--- config.mk ---
export PLATFORM = sky130hd
export DESIGN_NAME = vga_timing_gen
export DESIGN_NICKNAME = d
export VERILOG_FILES = /design/src/rtl/vga_timing_gen.sv
export SDC_FILE = /design/constraint.sdc
export NUM_CORES = 1
export LEC_CHECK = 0
export CORE_MARGIN = 5
export CORE_UTILIZATION = 40
export DETAILED_ROUTE_END_ITERATION = 6
export PLACE_DENSITY = 0.7
export SETUP_SLACK_MARGIN = 0.05
export SLEW_MARGIN = 5
export SYNTH_ARGS = -nofsm -noshare
export SYNTH_HDL_FRONTEND = slang
export SYNTH_SLANG_ARGS = --single-unit
--- constraint.sdc ---
create_clock -name clk -period 3.1 [get_ports clk]
set_clock_uncertainty 0.05 [all_clocks]
set_input_delay 0.62 -clock clk [delete_from_list [all_inputs] [get_ports clk]]
set_output_delay 0.62 -clock clk [all_outputs]
set_load 0.005 [all_outputs]
--- src/rtl/vga_timing_gen.sv ---
// vga_timing_gen: parametrised raster timing generator.
// Produces hs/vs/de, active-relative coordinates and line/frame/vblank
// strobes at a pixel rate set by pix_ce. Starts and stops only on frame
// boundaries so downstream logic never sees a truncated frame.
module vga_timing_gen #(
  parameter int H_SYNC   = 136,
  parameter int H_BP     = 160,
  parameter int H_ACTIVE = 1024,
  parameter int H_FP     = 24,
  parameter int V_SYNC   = 6,
  parameter int V_BP     = 29,
  parameter int V_ACTIVE = 768,
  parameter int V_FP     = 3,
  parameter bit HS_POL   = 1'b0,
  parameter bit VS_POL   = 1'b0,
  parameter int CW       = 11,
  parameter int FW       = 16
) (
  input  logic          clk,
  input  logic          rst_n,
  input  logic          pix_ce,
  input  logic          en,
  output logic          hs,
  output logic          vs,
  output logic          de,
  output logic [CW-1:0] x,
  output logic [CW-1:0] y,
  output logic          line_start,
  output logic          frame_start,
  output logic          vblank,
  output logic [FW-1:0] frame_cnt,
  output logic          running
);

  localparam int H_TOTAL = H_SYNC + H_BP + H_ACTIVE + H_FP;
  localparam int V_TOTAL = V_SYNC + V_BP + V_ACTIVE + V_FP;

  localparam logic [CW-1:0] H_LAST = CW'(H_TOTAL - 1);
  localparam logic [CW-1:0] V_LAST = CW'(V_TOTAL - 1);
  localparam logic [CW-1:0] HS_END = CW'(H_SYNC);
  localparam logic [CW-1:0] VS_END = CW'(V_SYNC);
  localparam logic [CW-1:0] HA_BEG = CW'(H_SYNC + H_BP);
  localparam logic [CW-1:0] HA_END = CW'(H_SYNC + H_BP + H_ACTIVE - 1);
  localparam logic [CW-1:0] VA_BEG = CW'(V_SYNC + V_BP);
  localparam logic [CW-1:0] VA_END = CW'(V_SYNC + V_BP + V_ACTIVE - 1);

  typedef enum logic [1:0] {IDLE, RUN, DRAIN} state_t;

  state_t        state, state_n;
  logic [CW-1:0] h, v;       // position currently on the outputs
  logic [CW-1:0] h_n, v_n;   // position registered on the next pix_ce edge
  logic          at_last;    // last pixel of the frame is on the outputs
  logic          advance;    // counters step this edge
  logic          on_n;       // next registered position is a real pixel
  logic          win_n;      // next position lies in the active window

  // Next position and next FSM state; stopping is only allowed at frame end.
  always_comb begin
    state_n = state;
    h_n     = h;
    v_n     = v;
    at_last = (h == H_LAST) && (v == V_LAST);
    advance = pix_ce && (state != IDLE);
    if (advance) begin
      if (h == H_LAST) begin
        h_n = '0;
        v_n = (v == V_LAST) ? '0 : v + CW'(1);
      end else begin
        h_n = h + CW'(1);
      end
    end
    case (state)
      IDLE:    if (pix_ce && en) state_n = RUN;
      RUN:     if (pix_ce && !en) state_n = at_last ? IDLE : DRAIN;
      DRAIN: begin
        if (pix_ce) begin
          if (en)           state_n = RUN;
          else if (at_last) state_n = IDLE;
        end
      end
      default: state_n = IDLE;
    endcase
    on_n  = (state_n != IDLE);
    win_n = (h_n >= HA_BEG) && (h_n <= HA_END) &&
            (v_n >= VA_BEG) && (v_n <= VA_END);
  end

  // State and position registers, stepping only on pixel enables.
  always_ff @(posedge clk or negedge rst_n) begin
    if (!rst_n) begin
      state <= IDLE;
      h     <= '0;
      v     <= '0;
    end else if (pix_ce) begin
      state <= state_n;
      h     <= h_n;
      v     <= v_n;
    end
  end

  // Registered outputs; strobes self-clear on every clk so they stay one clk wide.
  always_ff @(posedge clk or negedge rst_n) begin
    if (!rst_n) begin
      hs          <= ~HS_POL;
      vs          <= ~VS_POL;
      de          <= 1'b0;
      x           <= '0;
      y           <= '0;
      line_start  <= 1'b0;
      frame_start <= 1'b0;
      vblank      <= 1'b0;
      frame_cnt   <= '0;
      running     <= 1'b0;
    end else begin
      line_start  <= 1'b0;
      frame_start <= 1'b0;
      vblank      <= 1'b0;
      if (pix_ce) begin
        hs          <= (on_n && (h_n < HS_END)) ? HS_POL : ~HS_POL;
        vs          <= (on_n && (v_n < VS_END)) ? VS_POL : ~VS_POL;
        de          <= on_n && win_n;
        x           <= (on_n && win_n) ? h_n - HA_BEG : '0;
        y           <= (on_n && win_n) ? v_n - VA_BEG : '0;
        line_start  <= on_n && (h_n == '0);
        frame_start <= on_n && (h_n == '0) && (v_n == '0);
        vblank      <= on_n && advance && (h == HA_END) && (v == VA_END);
        running     <= on_n;
        if (advance && at_last) frame_cnt <= frame_cnt + FW'(1);
      end
    end
  end

endmodule

==> results of run 1 <==
repair_timing:
item	in CTS	in global routing
pin swaps	5	13
setup buffers	2	7
resized for setup	4	18
setup endpoints to repair	23	23
gates cloned	1	2
power breakdown:
part           switching, mW  internal [mW]  total (mW)
clock network          0.368          0.395       0.764
logic                  0.475          0.530        1.01
registers             0.0661          0.992        1.06
worst max-delay path, delay by kind of cell:
kind,cells,cell delay [ps]
simple gates,4,410
buf+inv,7,1210
compound gates,4,960
area by class of cell:
class	instances	area share, %
tap	136	2.88
clock buffer	11	2.39
timing repair buffer	159	24.0
inverter	47	2.99
sequential	69	29.3
clock inverter	5	0.996
multi-input combinational	278	37.4
placed cells by master, fill, tap and decap left out, drive strengths merged, types with 4 or more instances in the layout:
cell type        n
buf            111
dfrtp           67
inv             48
clkdlybuf4s50   46
xnor2           27
nor2            26
o22ai           22
nand2           18
nand3           17
o21ai           17
nand4           14
a21oi           14
clkbuf          12
ha              11
xor2            10
nor3             9
and2             8
and3             8
and4             7
nor4             7
a31oi            6
o31ai            4
nor2b            4
per-stage QoR:
| step | worst slack [ps] | std cells | power (mW) |
|---|---|---|---|
| floorplan | 77.2 | 414 | 1.50 |
| detailed placement | -538 | 677 | 1.99 |
| global placement | -496 | 677 | 1.98 |
| global route | -22.4 | 705 | 2.99 |
| finish | 91.7 | 705 | 2.83 |
| CTS | 70.7 | 696 | 2.79 |
cells by family after synthesis:
group,synth area share [%]
adders and majority gates,3.33
muxes,0.544
buffers and inverters,6.86
AOI/OAI and AO/OA,20.0
DFF,41.8
and+or+nand+nor,19.5
xor gates and xnor gates,8.01
path summary, 6_finish.rpt:
kind                            endpoint  slack (ps)     startpoint
min reg2reg                frame_cnt[15]         430  frame_cnt[15]
max in group asynchronous             vs        2020          rst_n
max                                 x[8]          90         pix_ce
max reg2reg                         x[6]         130           h[0]
min                                 h[3]         270          rst_n
min in group clk           frame_cnt[15]         430  frame_cnt[15]
state kept, by name, summed over array words and instances, names as in the netlist:
signal,flops
h,11
running,1
y,11
de,1
state,2
frame_cnt,16
hs,1
vs,1
x,11
vblank,1
frame_start,1
v,11
line_start,1
routing by layer:
layer	wire, um	up-vias	global-route usage, %
met5	0	-	0
met4	345	0	8.03
met3	603	24	4.40
met2	5800	102	31.0
met1	5050	1854	23.3
li1	-	1793	-
==> flow_summary.toml, run 1 <==
[run_status]
status = "finished clean"

[critical_path]
critPathLaunchType = "input pin"
crit_type = "in -> reg"
crit_path_end_kind = "register"
r2r_cells = 13
cpMostUsedCell = "buf_4"
worst_ep_arrival_time_ps = 3220
path_cells = "dlygate4sd2_1 > buf_4 > buf_6 > o21ai_4 > buf_12 > nor4_1 > buf_4 > a221oi_4 > nor4_2 > buf_4 > a211o_1 > nand4_1 > nand4b_4 > buf_12 > o32ai_4"
crit_path_max_fanout = 7
slowest_stage = "a221oi_4"
slowest_delay_ps = 310
required_ps = 3310

[sta]
worstMarginPinSlew_ps = 725
whs_ps = 265
max_slew_margin_pct = 51.7
fin_crit_ps = 3010
slew_violations = 0
post-route-period-util_pct = 97.0
rsz0062_at_grt = "yes"
fmax_mhz = 332
finalSetupTns_ps = 0
setup_viol = 0
hold_viol_final = 0

[global_route]
grtUsageTotal_pct = 18.7
antenna_found_initial = 0
gr-total-overflow = 0
grt_first_pass_wirelength_mm = 18.8
grt_pass1_vias = 3799
grt_max_degree = 41

[synth]
synthArstFlopShare_pct = 100
syn_area_per_cell_um2 = 10.0
synth.yosys.warnings = 0
synthDominantCellAreaShare_pct = 40.5
yosysSeqAreaShare_pct = 41.8
synth.distinct_cells = 68
synth-edff-count = 0
syn_area_um2 = 4140
yosys_most_used_dff = "dfrtp_1"
synthCells = 414
synth-seq-cells = 69
yosysTopAreaCell = "dfrtp_1"
synthTopCellsByCount = "dfrtp_1 (67), inv_1 (45), nor2_1 (26), xnor2_1 (26), o22ai_2 (19)"
synthMostInstantiatedCell = "dfrtp_1"
synth.net_count = 429
synthTopCellsByArea = "dfrtp_1 (41%), o22ai_2 (5.7%), xnor2_1 (5.5%)"

[route]
drc = 0
routedWlPerCell_um = 16.7
vias = 3773
first_pass_iters = 5
drt-initial-drc-count = 192
wirelength_mm = 11.8
ant_nets = 0
vias_per_cell = 5.35

[job]
cap_violations = 0

[pwr]
cellLeakagePower_nw = 2.69
power_density_nw_per_um2 = 479
ir_worst_vdd_uv = 275

[hold_path]
hp-class = "in -> async"

[layout]
multi_input_area_um2 = 2210
design_area_um2 = 5910
drive_gt1_share_pct = 31.6
fin_util_pct = 57.7
fill_cells = 889
antenna_cells = 0
seq_area_um2 = 1730
final_nets = 579
syn_to_final_growth_pct = 42.7

[cts]
clock_latency_ps = 360
cts_hold_buffers = 0
cts_tree = "built"
clk_path_buf_depth = 2
cts_root_buf = "clkbuf_8"
cts_made_buffers = 9
clkSinkCount = 69
h-tree-depth = 3
cts.clk_slew.worst_paths_ps = 80

[floorplanning]
die_area_um2 = 12500
core-area_um2 = 10200
start_util_pct = 40.5
placementRows = 37
io_pins = 49
fp.dieW_um = 112
die_y_um = 112

[place]
port-buffer-count = 48
gp_congestion = 0.907
place_hpwl_mm = 8.54
postPlaceCellArea_um2 = 5470
Power figures use the tool's default switching activity.
==> inputs of run 2 (changes only) <==
--- a/config.mk
+++ b/config.mk
@@ -7,6 +7,7 @@
 export LEC_CHECK = 0
 export CORE_MARGIN = 5
 export CORE_UTILIZATION = 40
+export CTS_CLUSTER_DIAMETER = 50
 export DETAILED_ROUTE_END_ITERATION = 6
 export PLACE_DENSITY = 0.7
 export SETUP_SLACK_MARGIN = 0.05
==> results of run 2 <==
Final layout, timing and power as in run 1 (identical DEF).
==> inputs of run 3 (changes only) <==
--- a/config.mk
+++ b/config.mk
@@ -9,7 +9,7 @@
 export CORE_UTILIZATION = 40
 export CTS_CLUSTER_DIAMETER = 50
 export DETAILED_ROUTE_END_ITERATION = 6
-export PLACE_DENSITY = 0.7
+export PLACE_DENSITY = 0.66
 export SETUP_SLACK_MARGIN = 0.05
 export SLEW_MARGIN = 5
 export SYNTH_ARGS = -nofsm -noshare
==> flow_summary.toml, run 3 (synthesized netlist as in run 1, its figures left out) <==
[route]
routedWlPerCell_um = 16.4
wirelength_mm = 11.3
ant_nets = 0
vias = 3677
drc = 0
first_pass_iters = 4
vias_per_cell = 5.31
drt-initial-drc-count = 130

[cts]
clkSinkCount = 69
cts_root_buf = "clkbuf_8"
cts.clk_slew.worst_paths_ps = 90
clk_path_buf_depth = 2
h-tree-depth = 3
cts_tree = "built"
cts_made_buffers = 9
cts_hold_buffers = 0
clock_latency_ps = 370

[critical_path]
slowest_delay_ps = 390
critPathLaunchType = "register"
r2r_cells = 11
worst_ep_arrival_time_ps = 3090
crit_path_max_fanout = 12
path_cells = "ha_2 > o211a_1 > nand4_1 > buf_6 > nor2_1 > mux2_2 > nor4_4 > o2111ai_2 > nand4b_4 > buf_8 > o22ai_1"
crit_path_end_kind = "register"
cp_top_family = "simple AND/OR/NAND/NOR gates"
reg2reg_to = "y[10]"
crit_buf_inv = 2
reg2reg_slack_ps = 200
regToRegStartpoint = "h[1]"
crit_type = "reg -> reg"
slowest_stage = "dfrtp_1"
required_ps = 3280

[layout]
fin_util_pct = 56.0
drive_gt1_share_pct = 29.7
largest_reg_flops = 16
stdcell_count = 692
fill_cells = 915
regMostFlops = "frame_cnt"
layout_commonest_cell = "buf_4"
antenna_cells = 0
syn_to_final_growth_pct = 38.3
layout_common_cells = "buf_4 (93), dfrtp_1 (67), clkdlybuf4s50_1 (46)"
final_nets = 566

[floorplanning]
die_area_um2 = 12500
fp.dieW_um = 112
die_y_um = 112
core-area_um2 = 10200
start_util_pct = 40.5
placementRows = 37
io_pins = 49

[pwr]
power_density_nw_per_um2 = 496
ir_worst_vdd_uv = 255
cellInternalPower_mw = 1.93
p_sw_share_pct = 32.1
switchingPower_mw = 0.913
seq_power_share_pct = 37.2
power.share.clock_pct = 30.7
comb_power_share_pct = 32.1
cellLeakagePower_nw = 2.61
power_mw = 2.84

[sta]
hold_viol_final = 0
rsz0062_at_grt = "yes"
worstMarginPinSlew_ps = 413
setup_viol = 0
finalSetupTns_ps = 0
fmax_mhz = 344
max_slew_margin_pct = 72.5
post-route-period-util_pct = 93.7
fin_crit_ps = 2900
whs_ps = 49.1
slew_violations = 0

[global_route]
grtUsageTotal_pct = 18.7
grt_max_degree = 41
antenna_found_initial = 0
grt_pass1_vias = 3728
gr-total-overflow = 0
grt_first_pass_wirelength_mm = 18.8

[run_status]
status = "finished clean"

[job]
cap_violations = 0

[hold_path]
hp-class = "in -> async"

[place]
gp_congestion = 0.936
place_hpwl_mm = 8.69
dpl.cell_count = 672
port-buffer-count = 48
==> run 3: per-layer routing <==
| layer | GRT usage [%] | part of all wire [%] | vias to the layer above |
|---|---|---|---|
| met4 | 8.19 | 2.6 | 0 |
| met5 | 0 | 0 | - |
| met2 | 31.3 | 49 | 99 |
| met1 | 23.6 | 44 | 1783 |
| li1 | - | - | 1770 |
| met3 | 3.37 | 4.6 | 25 |
==> run 3: worst max path at each step <==
stage | start | to | slack [ps] | cells past startpoint
2_1_floorplan | pix_ce | y[1] | 80 | 10
3_3_place_gp | pix_ce | y[10] | -390 | 15
3_5_place_dp | pix_ce | y[3] | -420 | 14
4_1_cts | h[7] | y[10] | 80 | 12
5_1_grt | h[1] | y[10] | 20 | 13
6_report | h[1] | y[10] | 200 | 11
==> run 3: metrics by stage <==
step	cell area (um2)	setup WS, ps
2_1_floorplan	4140	77.2
3_3_place_gp	5410	-387
3_5_place_dp	5410	-419
4_1_cts	5650	82.6
5_1_grt	5730	24.1
6_report	5730	195
==> run 3: power by group through the flow <==
stage | clock, mW | combinational (mW) | sequential [mW]
2_1_floorplan | 0 | 0.440 | 1.06
3_5_place_dp | 0 | 0.875 | 1.08
6_report | 0.871 | 0.913 | 1.06
5_1_grt | 0.918 | 0.998 | 1.07
3_3_place_gp | 0 | 0.870 | 1.07
4_1_cts | 0.887 | 0.891 | 1.06
==> run 3: layout make-up <==
type                    instances  area, um2  share of cell area, %
inverters                      47        176                   3.08
repair buffers                146       1250                   21.8
multi-input cells             278       2170                   38.0
flip-flops and latches         69       1730                   30.2
clock buffers                   9        124                   2.16
clock inverters                 7        103                   1.79
well taps                     136        170                   2.97
==> run 3: repair_timing <==
action	CTS	global route
resized for setup	5	10
pin swaps	2	5
endpoints found under the setup margin	22	24
setup buffers	0	4
==> run 3: worst reg2reg max path, delay by kind of cell (launching register included) <==
| kind | cells | cell delay (ps) |
|---|---|---|
| and+or+nand+nor | 4 | 810 |
| AOI/OAI and AO/OA | 3 | 520 |
| adders and majority gates | 1 | 220 |
| DFF | 1 | 390 |
| muxes | 1 | 380 |
| buffers and inverters | 2 | 400 |
